[src/rtl/seq_onehot_decoder_pkg.sv]
// Shared types for seq_onehot_decoder: FSM state encoding and mode constants.
package seq_dec_pkg;

  typedef enum logic [1:0] {
    IDLE   = 2'd0,
    DIRECT = 2'd1,
    SCAN   = 2'd2
  } state_e;

  localparam logic MODE_DIRECT = 1'b0;
  localparam logic MODE_SCAN   = 1'b1;

endpackage

[src/rtl/seq_onehot_decoder_onehot_dec.sv]
// Combinational SEL_W -> OUT_N one-hot decoder with an in-range flag.
module onehot_dec #(
  parameter int SEL_W = 3,
  parameter int OUT_N = 8
) (
  input  logic [SEL_W-1:0] sel,
  output logic [OUT_N-1:0] onehot,
  output logic             in_range
);

  always_comb begin
    onehot = '0;
    for (int i = 0; i < OUT_N; i++) begin
      onehot[i] = (sel == SEL_W'(i));
    end
  end

  // Zero-extend before comparing so OUT_N == 2**SEL_W is handled correctly.
  assign in_range = ({{(32-SEL_W){1'b0}}, sel} < 32'(OUT_N));

endmodule

[src/rtl/seq_onehot_decoder.sv]
// Registered parametrised one-hot decoder with DIRECT and SCAN modes.
// Optional macro SEQ_ONEHOT_DECODER_ACTIVE_LOW_EN drives the out port inverted.
module seq_onehot_decoder
  import seq_dec_pkg::*;
#(
  parameter int SEL_W = 3,
  parameter int OUT_N = 8,
  parameter int DWELL = 4
) (
  input  logic             clk,
  input  logic             rst,
  input  logic             en,
  input  logic             mode,
  input  logic [SEL_W-1:0] sel,
  output logic [OUT_N-1:0] out,
  output logic [SEL_W-1:0] idx,
  output logic             valid,
  output logic             err
);

  localparam int CNT_W = (DWELL > 1) ? $clog2(DWELL) : 1;

  state_e             state_q, state_d;
  logic [OUT_N-1:0]   out_q, out_d;
  logic [SEL_W-1:0]   idx_q, idx_d;
  logic               valid_q, valid_d;
  logic               err_q, err_d;
  logic [CNT_W-1:0]   cnt_q, cnt_d;

  logic [OUT_N-1:0]   dec_onehot;
  logic               dec_in_range;

  onehot_dec #(
    .SEL_W (SEL_W),
    .OUT_N (OUT_N)
  ) u_dec (
    .sel      (sel),
    .onehot   (dec_onehot),
    .in_range (dec_in_range)
  );

  always_ff @(posedge clk) begin
    if (rst) begin
      state_q <= IDLE;
      out_q   <= '0;
      idx_q   <= '0;
      valid_q <= 1'b0;
      err_q   <= 1'b0;
      cnt_q   <= '0;
    end else begin
      state_q <= state_d;
      out_q   <= out_d;
      idx_q   <= idx_d;
      valid_q <= valid_d;
      err_q   <= err_d;
      cnt_q   <= cnt_d;
    end
  end

  always_comb begin
    state_d = IDLE;
    if (en) begin
      state_d = (mode == MODE_SCAN) ? SCAN : DIRECT;
    end
  end

  // Outputs are computed for the state being entered, so they appear one edge after the inputs.
  always_comb begin
    out_d   = '0;
    idx_d   = idx_q;
    valid_d = 1'b0;
    err_d   = 1'b0;
    cnt_d   = '0;
    case (state_d)
      DIRECT: begin
        if (dec_in_range) begin
          out_d   = dec_onehot;
          idx_d   = sel;
          valid_d = 1'b1;
        end else begin
          err_d   = 1'b1;
        end
      end
      SCAN: begin
        valid_d = 1'b1;
        if (state_q != SCAN) begin
          idx_d = '0;
          cnt_d = '0;
        end else if (cnt_q == CNT_W'(DWELL - 1)) begin
          cnt_d = '0;
          idx_d = (idx_q == SEL_W'(OUT_N - 1)) ? '0 : idx_q + SEL_W'(1);
        end else begin
          cnt_d = cnt_q + CNT_W'(1);
        end
        out_d = OUT_N'(1) << idx_d;
      end
      default: begin
        cnt_d = '0;
      end
    endcase
  end

`ifdef SEQ_ONEHOT_DECODER_ACTIVE_LOW_EN
  assign out = ~out_q;
`else
  assign out = out_q;
`endif
  assign idx   = idx_q;
  assign valid = valid_q;
  assign err   = err_q;

endmodule

[config.mk]
export PLATFORM = sky130hd
export DESIGN_NAME = seq_onehot_decoder
export DESIGN_NICKNAME = d
export VERILOG_FILES = /design/src/rtl/seq_onehot_decoder_pkg.sv /design/src/rtl/seq_onehot_decoder_onehot_dec.sv /design/src/rtl/seq_onehot_decoder.sv
export SDC_FILE = /design/constraint.sdc
export NUM_CORES = 1
export LEC_CHECK = 0
export ABC_AREA = 1
export BUFFER_PORTS_ARGS = -buffer_cell sky130_fd_sc_hd__buf_2
export CAP_MARGIN = 20
export CORE_AREA = 2 2 60 62
export DETAILED_ROUTE_END_ITERATION = 7
export DIE_AREA = 0 0 62 64
export PLACE_DENSITY = 0.4
export SYNTH_ARGS = -nofsm -noshare
export SYNTH_HDL_FRONTEND = slang
export SYNTH_SLANG_ARGS = --single-unit
[constraint.sdc]
create_clock -name clk -period 2.16 [get_ports clk]
set_input_delay 0.432 -clock clk [delete_from_list [all_inputs] [get_ports clk]]
set_output_delay 0.432 -clock clk [all_outputs]
set_load 0.01 [all_outputs]
==> flow_metrics.py, run 1 <==
metrics = {
    "outcome": {
        "status": "completed",
    },
    "layout": {
        "syn_to_final_growth_pct": 21.26,
        "finalNetCount": 148,
        "diodes": 0,
        "fin_area_um2": 984.7,
        "drive_gt1_share_pct": 31.39,
    },
    "sta": {
        "rsz0062_at_grt": "no",
        "setup_tns_ps": 0,
        "hold_viol_final": 0,
        "fin_ws_ps": 664.8,
        "fmax_mhz": 668.8,
        "finClkSkew_ps": 2.545,
        "fin_crit_ps": 1495,
        "maxSlewViolCount": 0,
        "period_share_pct": 69.22,
        "setup_viol": 0,
    },
    "pwr": {
        "vdd_drop_max_uv": 151.7,
        "power_density_nw_per_um2": 579.1,
        "p_leak_nw": 0.4597,
    },
    "worst_setup_path": {
        "path_class": "flip-flop to flip-flop",
        "critPathBufInv": 1,
        "critPathMaxFanout": 6,
        "crit_cells": 10,
        "cpMostUsedCell": "nand2_1",
        "critPathRequiredTime_ps": 2390,
        "reg2reg_to": "out[0]",
        "critical_path.cell_chain": "ha_1 -> ha_1 -> inv_1 -> nand2_1 -> nand2_1 -> nand2_1 -> nand2_1 -> nor2_1 -> nor2_1 -> nor2_1",
        "critPathTopFamily": "simple AND/OR/NAND/NOR gates",
        "timing.rr.start": "idx[0]",
        "cp_slowest_stage_delay_ps": 430,
        "reg2reg_depth": 10,
        "startpoint": "idx[0]",
        "crit_path_start_kind": "flip-flop",
        "crit_slowest_cell": "dfxtp_1",
        "end_kind": "flip-flop",
        "r2r_slack_ps": 660,
        "cp_data_arrival_time_ps": 1730,
        "endpoint": "out[0]",
    },
    "synthesis": {
        "ys_seq_area_share_pct": 39.45,
        "synth-async-reset-ratio_pct": 0,
        "synth_edf_count": 0,
        "netlist-cell-type-count": 19,
        "ys.flop_type": "dfxtp_1",
        "ys_warn_count": 0,
        "synthTopCellsByArea": "dfxtp_1, nand2_1, nor2_1, nor2_2, inv_1",
        "synth_seq_cells": 16,
        "netlist_instances": 117,
        "syn-num-nets": 127,
        "syn_area_um2": 812.0,
        "yosys.area.top_type": "dfxtp_1",
        "synth_top_area_share_pct": 39.45,
        "yosysMostFrequentCell": "nand2_1",
        "synthTopCellsByCount": "nand2_1, nor2_1, dfxtp_1",
        "syn_avg_cell_area_um2": 6.940,
    },
    "detailed_routing": {
        "drc": 0,
        "vias": 715,
        "drtPass1Iterations": 4,
        "vias_per_cell": 3.907,
        "routed_wl_um": 1804,
        "ant_nets": 0,
        "drt_iter0_markers": 13,
        "wl_per_cell_um": 9.858,
    },
    "floorplan": {
        "rows": 21,
        "die_x_um": 62,
        "initial_core_util_pct": 24.72,
        "ioPinCount": 20,
        "core_um2": 3284,
        "dieHeight_um": 64,
        "dieArea_um2": 3968,
    },
    "global_route": {
        "grt_max_degree": 15,
        "grtUsageTotal_pct": 10.55,
        "grt_first_pass_wirelength_um": 3015,
        "overflow": 0,
        "antenna_found_initial": 0,
        "grt_pass1_vias": 707,
    },
    "run": {
        "maxCapViolCount": 0,
    },
    "hold_path": {
        "worstHoldPathType": "primary input to flip-flop",
    },
    "placed_design": {
        "dpl.hpwl_um": 1478,
        "dp_slack_ps": 663.0,
        "dpl-instance-area_um2": 948.4,
        "port_buffers": 18,
        "routabilityCongestion": 0.7317,
    },
    "clock_tree": {
        "post_cts_resize_count": 0,
        "cts_setup_buffers": 0,
        "holdBufCountCts": 0,
        "insertion_delay_ps": 290,
        "numCtsBuffers": 3,
        "path_clk_slew_ps": 100,
        "root_buffer": "clkbuf_4",
        "cts_tree": "built",
        "clock_path_buffers": 2,
        "cts_max_level": 1,
        "cts_sinks": 16,
    },
}
==> placed cells by master, fill, tap and decap left out <==
master / instances
ha_1: 3
nand2_2: 2
inv_2: 6
clkinv_1: 1
nand2_1: 34
o21bai_4: 1
nor2_2: 7
inv_1: 11
a21oi_1: 4
conb_1: 1
a31oi_1: 3
clkbuf_8: 1
nand4_2: 1
a21oi_2: 4
clkbuf_4: 3
dfxtp_1: 16
buf_2: 18
nand3_1: 2
nor2_1: 18
nor3_1: 1
==> power breakdown <==
part / switching (mW) / internal (mW) / total (mW) / leakage, nW
Clock: 0.104 / 0.103 / 0.207 / 0.0210
Combinational: 0.0366 / 0.0200 / 0.0566 / 0.309
Sequential: 0.00443 / 0.302 / 0.306 / 0.130
Total: 0.145 / 0.425 / 0.570 / 0.460
==> routing by layer <==
| layer | track usage (%) | up-vias | part of all wire [%] |
|---|---|---|---|
| li1 | - | 392 | - |
| met1 | 13.79 | 306 | 50 |
| met2 | 15.63 | 15 | 44 |
| met3 | 1.822 | 2 | 3.4 |
| met4 | 6.383 | 0 | 1.7 |
| met5 | 0 | - | 0 |
==> through the flow <==
stage	instances	hold slack, ps	power, mW	util, %
floorplan	117	398.3	0.3500	-
global placement	179	406.6	0.3711	28.88
detailed placement	179	414.7	0.3705	28.88
CTS	183	414.1	0.5800	29.98
global route	183	451.0	0.5964	29.98
finish	183	420.5	0.5702	29.98
==> cell type report <==
cell class                      instances  area, um^2
Fill cell                             376        2300
Multi-Input combinational cell         81       412.9
Sequential cell                        16       320.3
Inverter                               18       67.56
Timing Repair Buffer                   18       90.09
Clock buffer                            4       36.28
Tap cell                               46       57.56
==> state kept, by name, summed over array words and instances (netlist names) <==
name,count
out,8
idx,3
cnt_q,2
state_q,2
valid,1
==> worst reg2reg max path: stages, from the launching register on <==
cell	delay (ps)
dfxtp_1	430
ha_1	180
ha_1	200
inv_1	80
nand2_1	60
nand2_1	50
nand2_1	130
nand2_1	90
nor2_1	90
nor2_1	40
nor2_1	90
==> how the worst min path moves through the flow <==
stage | cells after the start | end | start
after CTS | 4 | state_q[0] | mode
after floorplan | 1 | cnt_q[0] | cnt_q[0]
after detailed placement | 1 | cnt_q[0] | cnt_q[0]
after global placement | 1 | cnt_q[0] | cnt_q[0]
after global routing | 3 | idx[1] | sel[1]
final | 4 | state_q[0] | mode
==> kinds of logic after synthesis <==
kind of cell | Yosys count | share of synthesized area [%]
compound gates | 12 | 11.40
fa+ha+maj | 3 | 4.623
buf+inv | 20 | 9.707
flops | 16 | 39.45
other cells | 1 | 0.4618
simple gates | 65 | 34.36
(Power assumes the default switching activity.)
==> run 2, diff against run 1 <==
Settings changed: PLACE_DENSITY 0.4 to 0.41.
Clock period 2.16 ns to 1.35 ns, I/O delays scaled along.
==> run 2 against run 1 <==
  * Sequential power rose by 60%
  * Cell count rose by 2.2%
  * Maximum frequency is 11% higher
  * Clock power up 61%
  * Highest routed layer unchanged
  * Largest cell class unchanged
  * Worst hold slack got worse by 200 ps
  * Critical endpoint unchanged
  * Non-clock buffer count rose by 4
  * The run now ends with negative setup slack left
  * Clock skew is 5.4 ps higher
  * Clock-buffer cell count is the same
  * Sequential share of layout area down 3.7 points
==> flow_metrics.py, run 2 (synthesis gave the netlist of run 1 again) <==
metrics = {
    "placed_design": {
        "port_buffers": 18,
        "dpl-instance-area_um2": 1001,
        "dp_slack_ps": -9.963,
        "dpl.hpwl_um": 1450,
        "dp.cells": 182,
        "routabilityCongestion": 0.8118,
    },
    "outcome": {
        "violations": "negative setup slack",
        "status": "finished with violations",
    },
    "sta": {
        "setup_viol": 1,
        "fin_ws_ps": -1.246,
        "hold_viol_final": 0,
        "rsz0062_at_grt": "yes",
        "fmax_mhz": 740.1,
        "hold_slack_ps": 220.5,
        "fin_crit_ps": 1351,
        "finClkSkew_ps": 7.907,
        "period_share_pct": 100.1,
        "maxSlewViolCount": 0,
        "setup_tns_ps": -1.246,
    },
    "clock_tree": {
        "root_buffer": "clkbuf_4",
        "cts_tree": "built",
        "path_clk_slew_ps": 110,
        "clock_path_buffers": 2,
        "cts_sinks": 16,
        "cts_max_level": 1,
        "insertion_delay_ps": 290,
        "numCtsBuffers": 3,
    },
    "pwr": {
        "p_total_uw": 931.3,
        "power_density_nw_per_um2": 824.2,
        "p_leak_nw": 0.4830,
        "vdd_drop_max_uv": 220.9,
    },
    "worst_setup_path": {
        "critPathRequiredTime_ps": 1530,
        "end_kind": "flip-flop",
        "cp_data_arrival_time_ps": 1530,
        "path_class": "flip-flop to flip-flop",
        "crit_path_start_kind": "flip-flop",
        "critPathMaxFanout": 2,
    },
    "detailed_routing": {
        "drc": 0,
        "ant_nets": 0,
        "routed_wl_um": 1884,
        "drtPass1Iterations": 4,
        "vias": 749,
        "drt_iter0_markers": 17,
        "wl_per_cell_um": 10.07,
        "vias_per_cell": 4.005,
    },
    "floorplan": {
        "die_x_um": 62,
        "ioPinCount": 20,
        "rows": 21,
        "dieArea_um2": 3968,
        "core_um2": 3284,
        "dieHeight_um": 64,
        "initial_core_util_pct": 24.72,
    },
    "global_route": {
        "grt_max_degree": 15,
        "grtUsageTotal_pct": 10.17,
        "antenna_found_initial": 0,
        "overflow": 0,
        "grt_pass1_vias": 713,
        "grt_first_pass_wirelength_um": 3049,
    },
    "layout": {
        "stdcell_count": 187,
        "final_common_cell": "nand2_1",
        "final_cell_mix": "nand2_1, buf_2, nor2_1, dfxtp_1, nand2_2",
        "utilization_pct": 34.40,
        "diodes": 0,
        "finalNetCount": 152,
        "syn_to_final_growth_pct": 39.14,
        "fin_area_um2": 1130,
        "largest_register_ffs": 8,
        "drive_gt1_share_pct": 48.23,
    },
    "hold_path": {
        "worstHoldPathType": "primary input to flip-flop",
    },
    "run": {
        "maxCapViolCount": 0,
    },
}
[run 2: cell count changes in the layout (fill, tap and decap cells not counted), moves of 3 or more]
cell	previous run	this run
nand2_1	34	25
nand2_2	2	10
nor2_4	0	3
ha_1	3	0
inv_1	11	8
buf_4	0	3
ha_4	0	3
[run 2: cell type report]
type,count,area [um^2]
inverters,18,70.07
repair buffers,22,123.9
fillers,373,2155
clock buffers,4,36.28
flip-flops and latches,16,325.3
multi-input cells,81,516.7
well taps,46,57.56
[run 2: power by group]
| part | total, mW | internal [mW] | switching, mW |
|---|---|---|---|
| registers | 0.489 | 0.482 | 0.00639 |
| logic | 0.109 | 0.0412 | 0.0682 |
| clock network | 0.333 | 0.164 | 0.169 |
| total | 0.931 | 0.688 | 0.244 |
[run 2: path summary, 6_finish.rpt]
path              endpoint  slack [ps]  cells past startpoint  startpoint
setup reg to reg    out[0]          -1                      9      idx[0]
hold reg to reg   cnt_q[0]         480                      1    cnt_q[0]
setup / recovery    out[0]          -1                      9      idx[0]
hold / removal       valid         220                      3          en
[run 2: timing repair]
item / 4_1_cts / 5_1_grt
pin swaps: 8 / 10
endpoints found under the setup margin: 9 / 10
setup buffers: 0 / 1
hold buffers: 0 / 0
gates resized for setup: 7 / 17
[run 2: worst max-delay path, cell delays in order, from the launching register on]
cell and delay (ps):
dfxtp_4 370, ha_4 160, ha_4 250, inv_2 40
nand2_4 60, nand3_2 80, nand2_2 100, nor2_1 50
nor2_1 80, nor2_1 50
[run 2: routing by layer]
layer  share of wire, %  track usage, %  up-vias  routed length, um
met5                  0               0        -                  0
met4                1.5           4.787        0                 29
met3                5.1           2.024        2                 96
met2                 46           15.63       18                862
met1                 47           13.25      324                894
li1                   -               -      405                  -
